===== src/rtl/is_mem_seq.sv =====
// Byte-memory sequencer: arbitrates 32-bit big-endian instruction fetches (4 byte reads)
// against single-byte loader writes on one single-port memory with an async read port.
module is_mem_seq #(
  parameter int ADDR_W    = 9,
  parameter int MEM_BYTES = 512
) (
  input  logic              CLK,
  input  logic              Reset,
  input  logic              if_req,
  input  logic [31:0]       if_addr,
  output logic              if_ready,
  output logic [31:0]       if_data,
  output logic              if_err,
  input  logic              ld_req,
  input  logic [31:0]       ld_addr,
  input  logic [7:0]        ld_wdata,
  output logic              ld_ack,
  output logic [ADDR_W-1:0] mem_addr,
  output logic              mem_we,
  output logic [7:0]        mem_wdata,
  input  logic [7:0]        mem_rdata,
  output logic              busy
);

  localparam logic [1:0] S_IDLE = 2'd0;
  localparam logic [1:0] S_RD   = 2'd1;
  localparam logic [1:0] S_WR   = 2'd2;
  localparam logic [1:0] S_DONE = 2'd3;

  logic [1:0]        r_state;
  logic [1:0]        r_cnt;
  logic [ADDR_W-1:0] r_base;
  logic [23:0]       r_asm;
  logic [31:0]       r_data;
  logic              r_err;
  logic              r_last_ld;
  logic [ADDR_W-1:0] r_ld_addr;
  logic [7:0]        r_ld_wdata;
  logic              r_ld_ok;

  logic [32:0]       w_if_end;
  logic              w_if_bad;
  logic              w_grant_if;
  logic              w_grant_ld;

  // 33-bit sum so an address near 2^32 cannot wrap into range
  assign w_if_end   = {1'b0, if_addr} + 33'd3;
  assign w_if_bad   = (if_addr[1:0] != 2'b00) || (w_if_end >= 33'(MEM_BYTES));
  assign w_grant_if = if_req && (!ld_req || r_last_ld);
  assign w_grant_ld = ld_req && !w_grant_if;

  always_ff @(posedge CLK) begin
    if (!Reset) begin
      r_state    <= S_IDLE;
      r_cnt      <= 2'd0;
      r_base     <= '0;
      r_asm      <= '0;
      r_data     <= '0;
      r_err      <= 1'b0;
      r_last_ld  <= 1'b1;
      r_ld_addr  <= '0;
      r_ld_wdata <= '0;
      r_ld_ok    <= 1'b0;
    end else begin
      case (r_state)
        S_IDLE: begin
          if (w_grant_if) begin
            r_last_ld <= 1'b0;
            r_base    <= if_addr[ADDR_W-1:0];
            r_cnt     <= 2'd0;
            if (w_if_bad) begin
              r_data  <= '0;
              r_err   <= 1'b1;
              r_state <= S_DONE;
            end else begin
              r_state <= S_RD;
            end
          end else if (w_grant_ld) begin
            r_last_ld  <= 1'b1;
            r_ld_addr  <= ld_addr[ADDR_W-1:0];
            r_ld_wdata <= ld_wdata;
            r_ld_ok    <= (ld_addr < 32'(MEM_BYTES));
            r_state    <= S_WR;
          end
        end
        S_RD: begin
          r_cnt <= r_cnt + 2'd1;
          if (r_cnt == 2'd3) begin
            r_data  <= {r_asm, mem_rdata};
            r_err   <= 1'b0;
            r_state <= S_DONE;
          end else begin
            r_asm <= {r_asm[15:0], mem_rdata};
          end
        end
        S_WR:    r_state <= S_IDLE;
        default: r_state <= S_IDLE;
      endcase
    end
  end

  always_comb begin
    mem_addr  = '0;
    mem_wdata = '0;
    mem_we    = 1'b0;
    case (r_state)
      S_RD: mem_addr = r_base + {{(ADDR_W-2){1'b0}}, r_cnt};
      S_WR: begin
        mem_addr  = r_ld_addr;
        mem_wdata = r_ld_wdata;
        // Reset gate keeps a write from landing on the edge that aborts it
        mem_we    = r_ld_ok && Reset;
      end
      default: ;
    endcase
  end

  assign if_ready = (r_state == S_DONE);
  assign ld_ack   = (r_state == S_WR);
  assign busy     = (r_state != S_IDLE);
  assign if_data  = r_data;
  assign if_err   = r_err;

endmodule


===== config.mk =====
export PLATFORM = sky130hd
export DESIGN_NAME = is_mem_seq
export DESIGN_NICKNAME = d
export VERILOG_FILES = /design/src/rtl/is_mem_seq.sv
export SDC_FILE = /design/constraint.sdc
export NUM_CORES = 1
export LEC_CHECK = 0
export CAP_MARGIN = 20
export CORE_AREA = 2 2 97 99
export CTS_CLUSTER_DIAMETER = 150
export DETAILED_ROUTE_END_ITERATION = 8
export DIE_AREA = 0 0 99 101
export PLACE_DENSITY = 0.84
export SYNTH_ARGS = -nofsm -noshare
export SYNTH_HDL_FRONTEND = slang
export SYNTH_SLANG_ARGS = --single-unit

===== constraint.sdc =====
create_clock -name CLK -period 5.85 [get_ports CLK]
set_clock_uncertainty 0.05 [all_clocks]
set_input_delay 1.17 -clock CLK [delete_from_list [all_inputs] [get_ports CLK]]
set_output_delay 1.17 -clock CLK [all_outputs]
set_load 0.005 [all_outputs]

==> flow_metrics.tcl, run 1 <==
set metrics [dict create \
    status "complete, no violations" \
    synth_top_area_share_pct 40.92 \
    yosys_warnings 0 \
    io_buffers 137 \
    synth_seq_area_share_pct 40.92 \
    fp.coreArea_mm2 0.008977 \
    min_period_ps 4342 \
    wl_per_cell_um 13.92 \
    critical_path_class "in2reg" \
    fin_setup_tns_ps 0 \
    vias 4135 \
    rsz0062_at_grt "false" \
    p_sw_share_pct 34.86 \
    finalCritPeriodShare_pct 74.22 \
    netlist_instances 530 \
    root_buffer "clkbuf_8" \
    routabilityCongestion 0.8503 \
    synth_nets 622 \
    worstPathMaxFanout 32 \
    die_height_um 101 \
    synth_largest_area_cell "dfxtp_1" \
    rows 35 \
    final_nets 739 \
    layout_commonest_cell "nand2_1" \
    leakagePower_nw 2.099 \
    layout_common_cells "nand2_1 (149), clkdlybuf4s50_1 (136), dfxtp_1 (89)" \
    htreeDepth 3 \
    p_comb_share_pct 31.9 \
    use_met2_pct 39.14 \
    slew_viol_final 0 \
    ctsResizeCount 0 \
    async_flop_share_pct 0 \
    cts_tree "built" \
    arrival_ps 4590 \
    p_seq_share_pct 42.7 \
    ys.flop_type "dfxtp_1" \
    cap_violations 0 \
    hold_violations 0 \
    p_per_area_mw_per_mm2 272.4 \
    hp-class "reg2reg" \
    ctsHoldBuffers 0 \
    use_met1_pct 26.83 \
    clockBufferDepth 2 \
    fill_cells 720 \
    cp-start-kind "input pin" \
    syn2layout_area_growth_pct 35.52 \
    ant_nets 0 \
    cp.required_ps 6100 \
    max-slew-margin-rel_pct 30.77 \
    initial_core_util_pct 48.50 \
    detailed_place_hpwl_um 7906 \
    die_width_um 99 \
    yosys-top-cells-area "dfxtp_1 (41%), nand2_1 (13%), a21boi_0 (8.8%), mux2i_1 (7.4%), nand3_1 (4.6%)" \
    synth.avg_cell_area_um2 8.215 \
    p_switching_w 0.0005604 \
    synth_cell_types 45 \
    antenna-diode-count 0 \
    dieArea_mm2 0.009999 \
    drt_iter0_markers 190 \
    grt_max_degree 123 \
    final_util_pct 65.73 \
    max_freq_mhz 230.3 \
    antenna_found_initial 0 \
    synth_edf_count 0 \
    wirelength_um 10620 \
    crit_path_end_kind "flop" \
    ys_ff_latch 89 \
    grt_overflow 0 \
    grt_busiest_layer "met2" \
    post_cts_buffers 0 \
    clock-sinks 89 \
    internal-power_w 0.001047 \
    drc 0 \
    cts-buffers-inserted 9 \
    rr_startpoint "r_state[1]$_SDFFE_PN0P_" \
    grt_util_met3_pct 3.537 \
    worst_pin_slew_ps 1038 \
    grt_pass1_vias 3964 \
    clkLatencyLatePin_ps 370 \
    layout-drive-gt1-share_pct 3.988 \
    clkTransAtPathRegs_ps 110 \
    syn_area_mm2 0.004354 \
    critPathLaunch "if_addr[9]" \
    io-pin-count 138 \
    firstDrtPassIters 5 \
    pwr-share-clk_pct 25.4 \
    track_usage_pct 21.90 \
    grt_pass1_wl_um 18070 \
    viasPerCell 5.419 \
    vdd_drop_max_uv 170.6 \
    r2r_setup_slack_ps 2240 \
    finalSetupViolCount 0 \
    hp-start "r_ld_wdata[3]$_SDFFE_PN0P_" \
]
-- cell usage after synthesis, types with 2 or more instances --
library cell,number
nand2_1,149
and2_1,9
nand2b_1,2
nor2b_1,11
a21oi_1,4
mux2i_1,32
ha_1,7
and3_1,6
a2111o_1,2
o311a_1,2
nor4_1,6
clkbuf_1,30
nor3_1,9
o31ai_1,2
nand3_1,40
and4_1,3
a22oi_1,10
or3_1,2
o21ai_0,4
nor2_1,14
buf_12,3
a21boi_0,51
o21ai_1,3
dfxtp_1,89
xnor2_1,3
xor2_1,4
inv_1,4
or4_1,2
nand4_1,10
or3b_2,2
-- cell families (layout without fill, tap and decap cells) --
| kind of cell | after synthesis | in the layout | synth area share [%] |
|---|---|---|---|
| buf+inv | 38 | 160 | 4.425 |
| simple gates | 268 | 268 | 28.25 |
| flops | 89 | 89 | 40.92 |
| fa+ha+maj | 8 | 8 | 2.471 |
| mux | 32 | 32 | 7.356 |
| xor+xnor | 7 | 7 | 1.408 |
| compound gates | 88 | 88 | 15.17 |
-- critical path, stage by stage --
cell and delay, ps:
clkdlybuf4s50_1 490, nand4_1 110, or3_1 540, or4_1 560, a211o_1 310, a2111o_1 480
o21ai_4 160, buf_4 470, mux2i_1 280
-- sequential cells by signal, indices dropped and copies added, names as in the netlist --
signal / cells
r_base: 9
if_data: 32
r_ld_ok: 1
r_cnt: 2
if_err: 1
r_asm: 24
r_ld_addr: 9
r_last_ld: 1
r_ld_wdata: 8
r_state: 2
-- power groups by stage --
| stage | logic, W | registers (W) | clock network [W] |
|---|---|---|---|
| after floorplan | 0.000386 | 0.000691 | 0 |
| after global placement | 0.000499 | 0.000698 | 0 |
| after detailed placement | 0.000512 | 0.000701 | 0 |
| after CTS | 0.000513 | 0.000686 | 0.000419 |
| after global routing | 0.000561 | 0.000693 | 0.000445 |
| final | 0.000513 | 0.000686 | 0.000409 |
-- stage by stage --
step                power [W]  instance area [µm²]  hold WS, ps  std cells  worst slack [ps]
floorplan            0.001077                 4354        388.8        530              2178
global placement     0.001197                 5709        395.2        747              1262
detailed placement   0.001213                 5709        405.4        747              1103
CTS                  0.001618                 5901        419.3        763              1507
global route         0.001699                 5901        444.1        763              1356
finish               0.001608                 5901        416.4        763              1508
-- metal layers --
layer / vias to the layer above / wire (µm)
met2: 107 / 5528
met4: 0 / 156
met1: 1958 / 4531
met5: - / 0
li1: 2057 / -
met3: 13 / 408
-- final timing paths --
kind         depth (start not counted)                    endpoint
min reg2reg                          2  r_ld_wdata[3]$_SDFFE_PN0P_
max reg2reg                          9    if_data[14]$_SDFFE_PN0P_
max                                  9    if_data[14]$_SDFFE_PN0P_
min                                  2  r_ld_wdata[3]$_SDFFE_PN0P_
-- cell type report --
cell class / instances / area [µm²] / area share [%]
Timing Repair Buffer: 140 / 1391 / 23.58
Multi-Input combinational cell: 403 / 2382 / 40.37
Inverter: 4 / 15.01 / 0.2545
Sequential cell: 89 / 1782 / 30.20
Clock inverter: 7 / 67.56 / 1.145
Tap cell: 111 / 138.9 / 2.354
Clock buffer: 9 / 123.9 / 2.099
Note: power is estimated with default switching activity, not from simulation.
==> run 2: changes to the inputs <==
--- a/config.mk
+++ b/config.mk
@@ -6,11 +6,11 @@
 export NUM_CORES = 1
 export LEC_CHECK = 0
 export CAP_MARGIN = 20
-export CORE_AREA = 2 2 97 99
+export CORE_AREA = 2 2 105 107
 export CTS_CLUSTER_DIAMETER = 150
 export DETAILED_ROUTE_END_ITERATION = 8
-export DIE_AREA = 0 0 99 101
-export PLACE_DENSITY = 0.84
+export DIE_AREA = 0 0 107 109
+export PLACE_DENSITY = 0.76
 export SYNTH_ARGS = -nofsm -noshare
 export SYNTH_HDL_FRONTEND = slang
 export SYNTH_SLANG_ARGS = --single-unit
==> constraint.sdc (replaced) <==
create_clock -name CLK -period 3.7 [get_ports CLK]
set_clock_uncertainty 0.05 [all_clocks]
set_input_delay 0.74 -clock CLK [delete_from_list [all_inputs] [get_ports CLK]]
set_output_delay 0.74 -clock CLK [all_outputs]
set_load 0.005 [all_outputs]
==> run 2 against run 1 <==
Net effect: clock-buffer cell count did not move; via count fell by 1.6%; flip-flop and latch count did not move.
==> flow_metrics.tcl, run 2 (synthesis gave the netlist of run 1 again) <==
set metrics [dict create \
    status "complete, no violations" \
    wl_per_cell_um 13.21 \
    crit_path_end_kind "flop" \
    design_area_mm2 0.006071 \
    antenna-diode-count 0 \
    grt_pass1_vias 3942 \
    crit_chain "clkdlybuf4s50_1, nand4_1, or3_1, or4_1, a211o_1, a2111o_1, o21ai_4, buf_12, mux2i_1" \
    rr_startpoint "r_state[1]$_SDFFE_PN0P_" \
    clockBufferDepth 2 \
    cp-start-kind "input pin" \
    final_cell_count_no_fill 804 \
    final_nets 751 \
    use_met1_pct 22.82 \
    critPathMaxStageDelay_ps 520 \
    slew_viol_final 0 \
    clock-sinks 89 \
    dieArea_mm2 0.01166 \
    arrival_ps 3750 \
    die_height_um 109 \
    r2r_setup_slack_ps 1360 \
    leakagePower_nw 2.176 \
    drc 0 \
    layout_commonest_cell "nand2_1" \
    fp.coreArea_mm2 0.01060 \
    vdd_drop_max_uv 259.9 \
    use_met2_pct 33.58 \
    finalCritPeriodShare_pct 95.27 \
    worst_hold_slack_ps 412.8 \
    grt_max_degree 123 \
    htreeDepth 3 \
    ctsResizeCount 0 \
    p_per_area_mw_per_mm2 437.7 \
    postPlaceCellArea_mm2 0.005848 \
    routabilityCongestion 0.8617 \
    r2r_end "if_data[19]$_SDFFE_PN0P_" \
    root_buffer "clkbuf_8" \
    critical_path_class "in2reg" \
    hold_end "if_data[8]$_SDFFE_PN0P_" \
    grt_util_met3_pct 3.825 \
    dp.cells 788 \
    cp.required_ps 3920 \
    hp-class "reg2reg" \
    max-slew-margin-rel_pct 31.17 \
    rows 38 \
    clkLatencyLatePin_ps 360 \
    die_width_um 107 \
    fin_setup_tns_ps 0 \
    viasPerCell 5.058 \
    track_usage_pct 18.63 \
    post_cts_buffers 0 \
    hold-path-cell-count 2 \
    io-pin-count 138 \
    hp-start "if_data[8]$_SDFFE_PN0P_" \
    grt_overflow 0 \
    rsz0062_at_grt "false" \
    clkTransAtPathRegs_ps 100 \
    antenna_found_initial 0 \
    max_freq_mhz 283.7 \
    min_period_ps 3525 \
    detailed_place_hpwl_um 7885 \
    hold_violations 0 \
    drt_iter0_markers 155 \
    crit_path_top_delay_cell "or4_1" \
    syn2layout_area_growth_pct 39.43 \
    wirelength_um 10620 \
    ant_nets 0 \
    cts_tree "built" \
    io_buffers 137 \
    r2r_cells 9 \
    finalSetupViolCount 0 \
    largest_reg_flops 32 \
    grt_busiest_layer "met2" \
    firstDrtPassIters 5 \
    initial_core_util_pct 41.07 \
    worstPathMaxFanout 32 \
    ctsHoldBuffers 0 \
    cts-buffers-inserted 9 \
    grt_pass1_wl_um 17710 \
    layout_common_cells "nand2_1 (149), clkdlybuf4s50_1 (136), dfxtp_1 (89)" \
    vias 4067 \
    layout-drive-gt1-share_pct 5.723 \
    cap_violations 0 \
    worst_pin_slew_ps 1033 \
]
## run 2: worst max path at each step
stage                     startpoint                        to  slack [ps]  cells past startpoint
final                     if_addr[7]  if_data[19]$_SDFFE_PN0P_         170                      9
after floorplan           if_addr[9]   if_data[0]$_SDFFE_PN0P_         460                      8
after detailed placement  if_addr[7]   if_data[9]$_SDFFE_PN0P_        -210                      9
after global routing      if_addr[7]  if_data[16]$_SDFFE_PN0P_          40                      9
after CTS                 if_addr[7]  if_data[19]$_SDFFE_PN0P_         170                      9
after global placement    if_addr[9]  if_data[22]$_SDFFE_PN0P_         -70                      9
## run 2: cell type report
type                       instances  area (µm²)
tap                              140       175.2
inverter                           4       15.01
fill                             973        4532
clock buffer                       9       123.9
multi-input combinational        403        2382
clock inverter                     7       98.84
sequential                        89        1782
timing repair buffer             152        1494
## run 2: per-stage QoR
stage | worst slack [ps] | power (W) | util (%)
after floorplan | 458.2 | 0.001703 | -
after global placement | -71.56 | 0.001921 | 55.16
after detailed placement | -207.4 | 0.001941 | 55.16
after CTS | 172.1 | 0.002683 | 57.26
after global routing | 44.91 | 0.002809 | 57.26
final | 175.0 | 0.002657 | 57.26
## run 2: power breakdown
part | internal (W) | switching, W | total [W]
Sequential | 0.00103 | 0.0000532 | 0.00108
Clock | 0.000386 | 0.000356 | 0.000742
Combinational | 0.000385 | 0.000446 | 0.000831
Total | 0.00180 | 0.000855 | 0.00266
## run 2: layer usage
metal	wire length (µm)	share of wire, %
met1	4752	45
met2	5320	50
met3	510	4.8
met4	37	0.35
met5	0	0
## run 2: critical path: cells and delay by family
| kind | cells | cell delay, ps |
|---|---|---|
| AO/OA/AOI/OAI | 3 | 950 |
| AND/OR/NAND/NOR | 3 | 1080 |
| multiplexers | 1 | 230 |
| buffers and inverters | 2 | 740 |
